==> config.mk <==
export PLATFORM = sky130hd
export DESIGN_NAME = fetch_unit
export DESIGN_NICKNAME = d
export VERILOG_FILES = /design/src/rtl/fetch_unit.sv
export SDC_FILE = /design/constraint.sdc
export NUM_CORES = 1
export LEC_CHECK = 0
export BUFFER_PORTS_ARGS = -buffer_cell sky130_fd_sc_hd__buf_4
export CAP_MARGIN = 0
export CORE_ASPECT_RATIO = 2
export CORE_MARGIN = 1
export CORE_UTILIZATION = 50
export CTS_CLUSTER_DIAMETER = 30
export DETAILED_ROUTE_END_ITERATION = 6
export GPL_TIMING_DRIVEN = 0
export PLACE_DENSITY = 0.67
export SYNTH_ARGS = -nofsm -noshare
export SYNTH_HDL_FRONTEND = slang
export SYNTH_SLANG_ARGS = --single-unit
==> constraint.sdc <==
create_clock -name clk -period 6 [get_ports clk]
set_clock_uncertainty 0.05 [all_clocks]
set_input_delay 1.2 -clock clk [delete_from_list [all_inputs] [get_ports clk]]
set_output_delay 1.2 -clock clk [all_outputs]
set_load 0.01 [all_outputs]
==> src/rtl/fetch_unit.sv <==
// fetch_unit: PC generation, single-outstanding instruction fetch, and a small
// instruction queue feeding decode. Redirects flush the queue and discard any
// response that belongs to the pre-redirect path.
module fetch_unit #(
   parameter int             N        = 64,
   parameter int             DEPTH    = 4,
   parameter logic [N-1:0]   RESET_PC = '0
) (
   input  logic                       clk,
   input  logic                       reset,
   input  logic                       PCSrc_F,
   input  logic [N-1:0]               PCBranch_F,
   output logic                       imem_req,
   output logic [N-1:0]               imem_addr_F,
   input  logic                       imem_gnt,
   input  logic                       imem_rvalid,
   input  logic [31:0]                imem_rdata,
   output logic                       instr_valid_D,
   output logic [31:0]                instr_D,
   output logic [N-1:0]               pc_D,
   input  logic                       instr_ready_D,
   output logic [$clog2(DEPTH):0]     count
);

   localparam int PW = $clog2(DEPTH);
   localparam int CW = PW + 1;

   localparam logic [1:0] S_REQ  = 2'd0;
   localparam logic [1:0] S_WAIT = 2'd1;
   localparam logic [1:0] S_DROP = 2'd2;

   logic [1:0]    r_state;
   logic [N-1:0]  r_pc;
   logic [N-1:0]  r_pend_pc;
   logic [PW-1:0] r_wptr;
   logic [PW-1:0] r_rptr;
   logic [CW-1:0] r_count;
   logic [31:0]   r_q_instr [DEPTH];
   logic [N-1:0]  r_q_pc    [DEPTH];

   logic          w_fire;
   logic          w_push;
   logic          w_pop;
   logic [N-1:0]  w_tgt;

   // Word-align the redirect target (low two bits are dropped).
   assign w_tgt = PCBranch_F & ~N'(3);

   // Requests are held off during reset, on redirect, while a request is
   // outstanding, and when the queue has no free slot for the response.
   assign imem_req    = reset & (r_state == S_REQ) & ~PCSrc_F & (r_count < CW'(DEPTH));
   assign imem_addr_F = r_pc;
   assign w_fire      = imem_req & imem_gnt;
   assign w_push      = (r_state == S_WAIT) & imem_rvalid & ~PCSrc_F;
   assign w_pop       = instr_valid_D & instr_ready_D;

   assign instr_valid_D = (r_count != '0);
   assign instr_D       = r_q_instr[r_rptr];
   assign pc_D          = r_q_pc[r_rptr];
   assign count         = r_count;

   // PC, pending-PC and request FSM.
   always_ff @(posedge clk or negedge reset) begin
      if (!reset) begin
         r_state   <= S_REQ;
         r_pc      <= RESET_PC;
         r_pend_pc <= '0;
      end else begin
         if (PCSrc_F)
            r_pc <= w_tgt;
         else if (w_fire)
            r_pc <= r_pc + N'(4);
         if (w_fire)
            r_pend_pc <= r_pc;
         case (r_state)
            S_REQ:   if (w_fire) r_state <= S_WAIT;
            // A redirect with no response yet leaves a stale response in flight.
            S_WAIT:  if (imem_rvalid) r_state <= S_REQ;
                     else if (PCSrc_F) r_state <= S_DROP;
            S_DROP:  if (imem_rvalid) r_state <= S_REQ;
            default: r_state <= S_REQ;
         endcase
      end
   end

   // Queue pointers and occupancy; a redirect empties the queue outright.
   always_ff @(posedge clk or negedge reset) begin
      if (!reset) begin
         r_wptr  <= '0;
         r_rptr  <= '0;
         r_count <= '0;
      end else if (PCSrc_F) begin
         r_wptr  <= '0;
         r_rptr  <= '0;
         r_count <= '0;
      end else begin
         if (w_push) r_wptr <= r_wptr + PW'(1);
         if (w_pop)  r_rptr <= r_rptr + PW'(1);
         r_count <= r_count + CW'(w_push) - CW'(w_pop);
      end
   end

   // Queue storage; contents are only meaningful below the occupancy count.
   always_ff @(posedge clk) begin
      if (w_push) begin
         r_q_instr[r_wptr] <= imem_rdata;
         r_q_pc[r_wptr]    <= r_pend_pc;
      end
   end

endmodule

==> summary.txt, run 1 <==
Global route
  • GRT Util Overall: 0.277
  • Antenna violations before repair: 0
  • Vias in the first global route: 13.4k
  • Largest net degree at the start of global routing: 82
  • Global-route wire length before repair: 84100 um
  • Total grt overflow: 0

Clocking
  • Setup bufs post-CTS: 0
  • Clock H-tree levels: 2
  • CTS tree: built
  • Num CTS Buffers: 56
  • Clock buffer depth: 3
  • Clk slew on worst S/H paths: 60 ps
  • CTS Hold Buffers Added: 0
  • Clock sinks: 509
  • Clock Latency Late Sink: 590 ps
  • Clock root cell: clkbuf_16
  • Resize count post-CTS: 0

Timing
  • Rel. slew slack: 0.340
  • Period utilization: 0.750
  • Worst-Margin Slew: 980 ps
  • Final Hold Fails: 0
  • Final setup fails: 0
  • Max Clock Freq: 0.222 GHz
  • RSZ-0062 raised after global routing: false
  • Final Critical Period: 4500 ps
  • Pins Over Slew Limit: 0
  • Final setup TNS: 0 ps

Cells and area
  • Final net count: 1750
  • N_diodes: 0
  • Final non-filler cell total: 2216
  • Most common cell after layout, fill and taps aside: edfxtp_1
  • Final Cell Area: 0.0253 mm2
  • Layout cells sized above 1: 0.298
  • Most frequent cells in the layout: 376 x edfxtp_1, 262 x buf_4, 254 x nand2_1, 133 x dfrtp_1, 94 x mux4_2
  • Area grow syn2layout: 22.8%

Floorplanning
  • DIE AREA: 0.0420 mm2
  • # IOs: 267
  • Die width: 145 um
  • Starting Density: 0.510
  • Row Count: 104
  • Die Ht: 289 um
  • Core Area: 0.0403 mm2

Place
  • Post-DP HPWL: 39700 um
  • GP Congestion: 0.954
  • Placed instance count: 2112
  • Area after DPL: 0.0233 mm2
  • Port Buffers: 259

Routing
  • DRT iter0 DRCs: 995
  • Routed WL: 57200 um
  • Met3 routed WL: 3290 um
  • Met1 wire length: 20600 um
  • DR vias: 13.1k
  • WL/cell: 25.8 um
  • DRC viols: 0
  • Uppermost layer routed: met4
  • Wire length on met2: 29900 um
  • Routed Antenna Nets: 0
  • Via density: 5.90
  • Pre-antenna DRT Iters: 5

Logic synthesis
  • Dominant cells by area after synthesis: edfxtp_1 55%, dfrtp_1 16%, mux4_2 10%, nand2_1 4.6%, nand3_1 1.4%
  • Seq/Total Area, Yosys: 0.711
  • Top_reg_cell synth: edfxtp_1
  • Yosys cell types: 56
  • Avg Inst Size Synth: 15.6 um2
  • Fraction of registers with async set/reset: 0.261
  • Synthesized instance count: 1315
  • Synth Cell Area: 0.0206 mm2
  • Top cell type's share of synthesized area: 0.549
  • Area leader, netlist: edfxtp_1
  • Yosys reg bits: 509
  • YS warnings: 0
  • Post-synth EDFFs: 376

Worst hold path
  • Hold-critical path depth: 0
  • Hold Crit Class: register to register

Outcome
  • Run status: finished, final reports clean

Power and ir drop
  • Pwr dens: 394 mW/mm2
  • Max VDD drop: 349 uV
  • Power Total: 9.95 mW
  • Pleak: 9.38 nW

Critical path
  • Req. time, crit path: 4750 ps
  • CP max FO: 10
  • Critical path startpoint category: register
  • Worst r2r path cells: 7
  • Arr. time, crit path: 3250 ps
  • Setup CP Type: register to primary output
  • CP Capture Type: primary output

Job
  • MaxCap Viol Count: 0
==> final cells by class <==
cell class                 count  area [um2]
tap                          530         663
inverter                      15        56.3
clock buffer                  70        1540
buffer                        74         320
timing repair buffer         264        2090
sequential                   509       14600
multi-input combinational    720        5590
clock inverter                34         383
fill                        3095       15100
==> state kept, by name, summed over array words and instances (netlist names) <==
signal       count
r_q_instr      128
r_q_pc         248
count            3
r_pend_pc       62
r_wptr           2
imem_addr_F     62
r_rptr           2
r_state          2
==> kinds of logic after synthesis <==
logic type | Yosys count | share of synthesized area
AOI/OAI and AO/OA | 127 | 0.0440
xor gates and xnor gates | 6 | 0.00256
adders and majority gates | 8 | 0.00523
buffers and inverters | 89 | 0.0183
DFF | 509 | 0.711
muxes | 101 | 0.106
other | 1 | 0.000182
and+or+nand+nor | 474 | 0.112
==> synthesized netlist by cell type (3+ instances only) <==
cell type	number
mux4_2	94
nor4_2	3
and3_1	8
a221o_1	9
a31oi_1	7
or4_1	16
o21bai_1	3
o41ai_1	3
buf_4	4
nor2_1	28
nand2_1	254
nor4_1	14
edfxtp_1	376
xnor2_1	4
o21ai_0	32
o311ai_0	18
or3_1	12
dfrtp_1	133
nor2b_1	5
buf_1	8
a21o_1	3
a22oi_1	9
nor3_1	12
and4_1	4
nand4_1	27
and2_1	11
ha_1	7
a21oi_1	10
inv_1	15
buf_2	22
or2_2	4
mux2i_1	6
clkbuf_1	40
o211ai_1	21
nand3_1	59
nor4_4	3
o31a_1	3
==> stage by stage <==
| step | utilization | hold WS, ps | setup WS, ps |
|---|---|---|---|
| final | 0.626 | 458 | 1500 |
| after global routing | 0.626 | 468 | 1360 |
| after CTS | 0.626 | 458 | 1430 |
| after detailed placement | 0.579 | 448 | 1410 |
| after global placement | 0.575 | 435 | -875 |
| after floorplan | - | 426 | 1530 |
==> critical path, stage by stage (launching register included) <==
cell and delay, ps:
dfrtp_1 330, clkbuf_1 270, clkbuf_1 730, buf_1 650, mux4_2 490, buf_4 180
==> metal layers <==
metal  GRT usage  vias up
li1            -     5777
met1       0.318     6547
met2       0.492      580
met3      0.0428      163
met4       0.165        0
met5           0        -
==> worst paths after layout <==
path                                     from               to  slack, ps
worst max-delay path                r_rptr[1]         pc_D[13]       1500
worst min-delay path            r_pend_pc[21]    r_q_pc[0][21]        460
worst max register to register     r_state[1]    r_pend_pc[61]       2470
worst min register to register  r_pend_pc[21]    r_q_pc[0][21]        460
max in group asynchronous               reset  imem_addr_F[32]       4530
min in group asynchronous               reset    r_pend_pc[60]        510
==> report_power, final <==
group          internal [mW]  switching (mW)  total (mW)
Combinational          0.934           0.977        1.91
Sequential              4.24           0.354        4.59
Clock                   1.93            1.52        3.45
No activity file was read; power rests on OpenSTA's default activity.
==> run 2, diff against run 1 <==
Settings changed: PLACE_DENSITY 0.67 to 0.69.
Clock period 6 ns to 4 ns, I/O delays scaled along.
==> run 2 against run 1 <==
Net effect: die area unchanged; via count increased by 1.6%; register-to-register slack worse by 1900 ps; critical path type unchanged; critical endpoint is now pc_D[50]; largest power group unchanged; highest routed layer unchanged.
==> summary.txt, run 2 (synthesis gave the netlist of run 1 again) <==
Routing
  • Uppermost layer routed: met4 (unchanged)
  • Routed Antenna Nets: 0 (unchanged)
  • Pre-antenna DRT Iters: 6 (was 5)
  • DRT iter0 DRCs: 1001 (was 995)
  • Wire length on met2: 30700 um (was 29900 um)
  • Met3 routed WL: 3200 um (was 3290 um)
  • DR vias: 13.3k (was 13.1k)
  • Via density: 6.00 (was 5.90)
  • WL/cell: 26.4 um (was 25.8 um)
  • Met1 wire length: 20900 um (was 20600 um)
  • DRC viols: 0 (unchanged)
  • Routed WL: 58500 um (was 57200 um)

Cells and area
  • Fillers: 3056 (was 3095)
  • Register Area: 0.0146 mm2 (unchanged)
  • Final net count: 1748 (was 1750)
  • Largest regs: r_q_pc: 248 flops, r_q_instr: 128 flops (unchanged)
  • Most frequent cells in the layout: 376 x edfxtp_1, 262 x buf_4, 254 x nand2_1, 133 x dfrtp_1, 94 x mux4_2 (unchanged)
  • Max reg flops: 248 (unchanged)
  • Finished Core Util: 0.629 (was 0.626)
  • Most common cell after layout, fill and taps aside: edfxtp_1 (unchanged)
  • Area grow syn2layout: 23.3% (was 22.8%)
  • Largest reg by FF count: r_q_pc (unchanged)
  • Multi-input gate area: 0.00559 mm2 (unchanged)
  • Layout cells sized above 1: 0.301 (was 0.298)

Critical path
  • Critical path startpoint category: register (unchanged)
  • CP delay by family, top: buffers and inverters (unchanged)
  • Buf/Inv on CP: 4 (unchanged)
  • CP max-delay cell: clkbuf_1 (unchanged)
  • Arr. time, crit path: 3070 ps (was 3250 ps)
  • CP Capture Type: primary output (unchanged)
  • CP Cell Sequence: clkbuf_1 -> clkbuf_2 -> clkbuf_1 -> mux4_2 -> buf_4 (was clkbuf_1 -> clkbuf_1 -> buf_1 -> mux4_2 -> buf_4)
  • CP max FO: 10 (unchanged)
  • Setup CP Type: register to primary output (unchanged)
  • Slowest cell delay on critical path: 680 ps (was 730 ps)
  • Cell mode on critical path: clkbuf_1 (unchanged)
  • Req. time, crit path: 3150 ps (was 4750 ps)

Clocking
  • CTS Hold Buffers Added: 0 (unchanged)
  • Clock root cell: clkbuf_16 (unchanged)
  • Clock sinks: 509 (unchanged)
  • Clock Latency Late Sink: 590 ps (about the same)
  • CTS tree: built (unchanged)
  • Clock H-tree levels: 2 (unchanged)
  • Num CTS Buffers: 54 (was 56)
  • Clock buffer depth: 3 (unchanged)
  • Setup bufs post-CTS: 0 (unchanged)
  • Clk slew on worst S/H paths: 60 ps (about the same)

Floorplanning
  • DIE AREA: 0.0420 mm2 (unchanged)
  • # IOs: 267 (unchanged)
  • Die width: 145 um (unchanged)
  • Core Area: 0.0403 mm2 (unchanged)
  • Starting Density: 0.510 (unchanged)
  • Die Ht: 289 um (unchanged)
  • Row Count: 104 (unchanged)

Timing
  • Pins Over Slew Limit: 0 (unchanged)
  • Final setup fails: 0 (unchanged)
  • Final Critical Period: 3920 ps
  • Max Clock Freq: 0.255 GHz
  • RSZ-0062 raised after global routing: false (unchanged)
  • Worst-Margin Slew: 1010 ps (was 980 ps)
  • Rel. slew slack: 0.323 (was 0.340)
  • Period utilization: 0.980
  • Final Worst Setup Slack: 78.3 ps (was 1500 ps)
  • Final Hold Fails: 0 (unchanged)
  • Hold_ws: 111 ps (was 458 ps)

Place
  • GP Congestion: 0.969 (was 0.954)
  • Pre-CTS WS: -5.40 ps (was 1410 ps)
  • Post-DP HPWL: 40500 um (was 39700 um)
  • Port Buffers: 259 (unchanged)

Global route
  • Total grt overflow: 0 (unchanged)
  • Vias in the first global route: 13.6k (was 13.4k)
  • Largest net degree at the start of global routing: 80 (was 82)
  • Antenna violations before repair: 1 (was 0)
  • GRT Util Overall: 0.280 (was 0.277)
  • Global-route wire length before repair: 85600 um (was 84100 um)

Power and ir drop
  • Pleak: 9.43 nW (was 9.38 nW)
  • Max VDD drop: 505 uV (was 349 uV)
  • Pwr dens: 599 mW/mm2 (was 394 mW/mm2)

Outcome
  • Run status: finished, final reports clean (unchanged)

Job
  • MaxCap Viol Count: 0 (unchanged)

Worst hold path
  • Hold Crit Class: input pin to async pin (was register to register)
[run 2: cell types whose count changed in the layout (fill, tap and decap cells not counted), moves of 2 or more]
| cell | delta |
|---|---|
| inv_8 | -6 |
| bufinv_16 | +4 |
| clkbuf_1 | -5 |
| inv_6 | +2 |
[run 2: final timing paths]
path | startpoint | endpoint | slack, ps | cells after the start
worst max-delay path | r_rptr[1] | pc_D[50] | 80 | 5
worst min-delay path | reset | r_pend_pc[38] | 110 | 1
worst max register to register | r_state[1] | r_pend_pc[57] | 620 | 7
worst min register to register | r_pend_pc[39] | r_q_pc[0][39] | 470 | 0
max in group asynchronous | reset | imem_addr_F[7] | 2940 | 2
min in group clk | imem_rvalid | r_state[1] | 350 | 2
[run 2: what timing repair did]
action,CTS,global route
endpoints found under the setup margin,58,3
gates cloned,0,0
gates resized for setup,3,1
hold endpoints to repair,0,0
[run 2: cell type report]
class	count	area share
multi-input cells	720	0.221
plain buffers	74	0.0131
well taps	530	0.0262
diodes	1	0.0000987
clock buffers	66	0.0604
clock inverters	36	0.0188
flip-flops and latches	509	0.577
inverters	15	0.00222
repair buffers	264	0.0823
[run 2: stage by stage]
step	TNS (ps)	cells	cell area, um2	power (mW)
6_report	0	2215	25400	15.2
5_1_grt	0	2215	25400	15.7
4_1_cts	0	2214	25400	15.3
3_5_place_dp	-5.40	2112	23300	9.90
3_3_place_gp	-173220	2107	23200	9.82
2_1_floorplan	0	1318	20600	8.45
[run 2: metal layers]
metal | up-vias | GRT usage
li1 | 5785 | -
met1 | 6702 | 0.325
met2 | 638 | 0.499
met3 | 154 | 0.0291
met4 | 0 | 0.177
met5 | - | 0
[run 2: power breakdown]
group | internal (mW) | total (mW) | switching, mW
combinational | 1.41 | 2.88 | 1.47
sequential | 6.36 | 6.90 | 0.541
clock | 3.15 | 5.40 | 2.25
total | 10.9 | 15.2 | 4.26
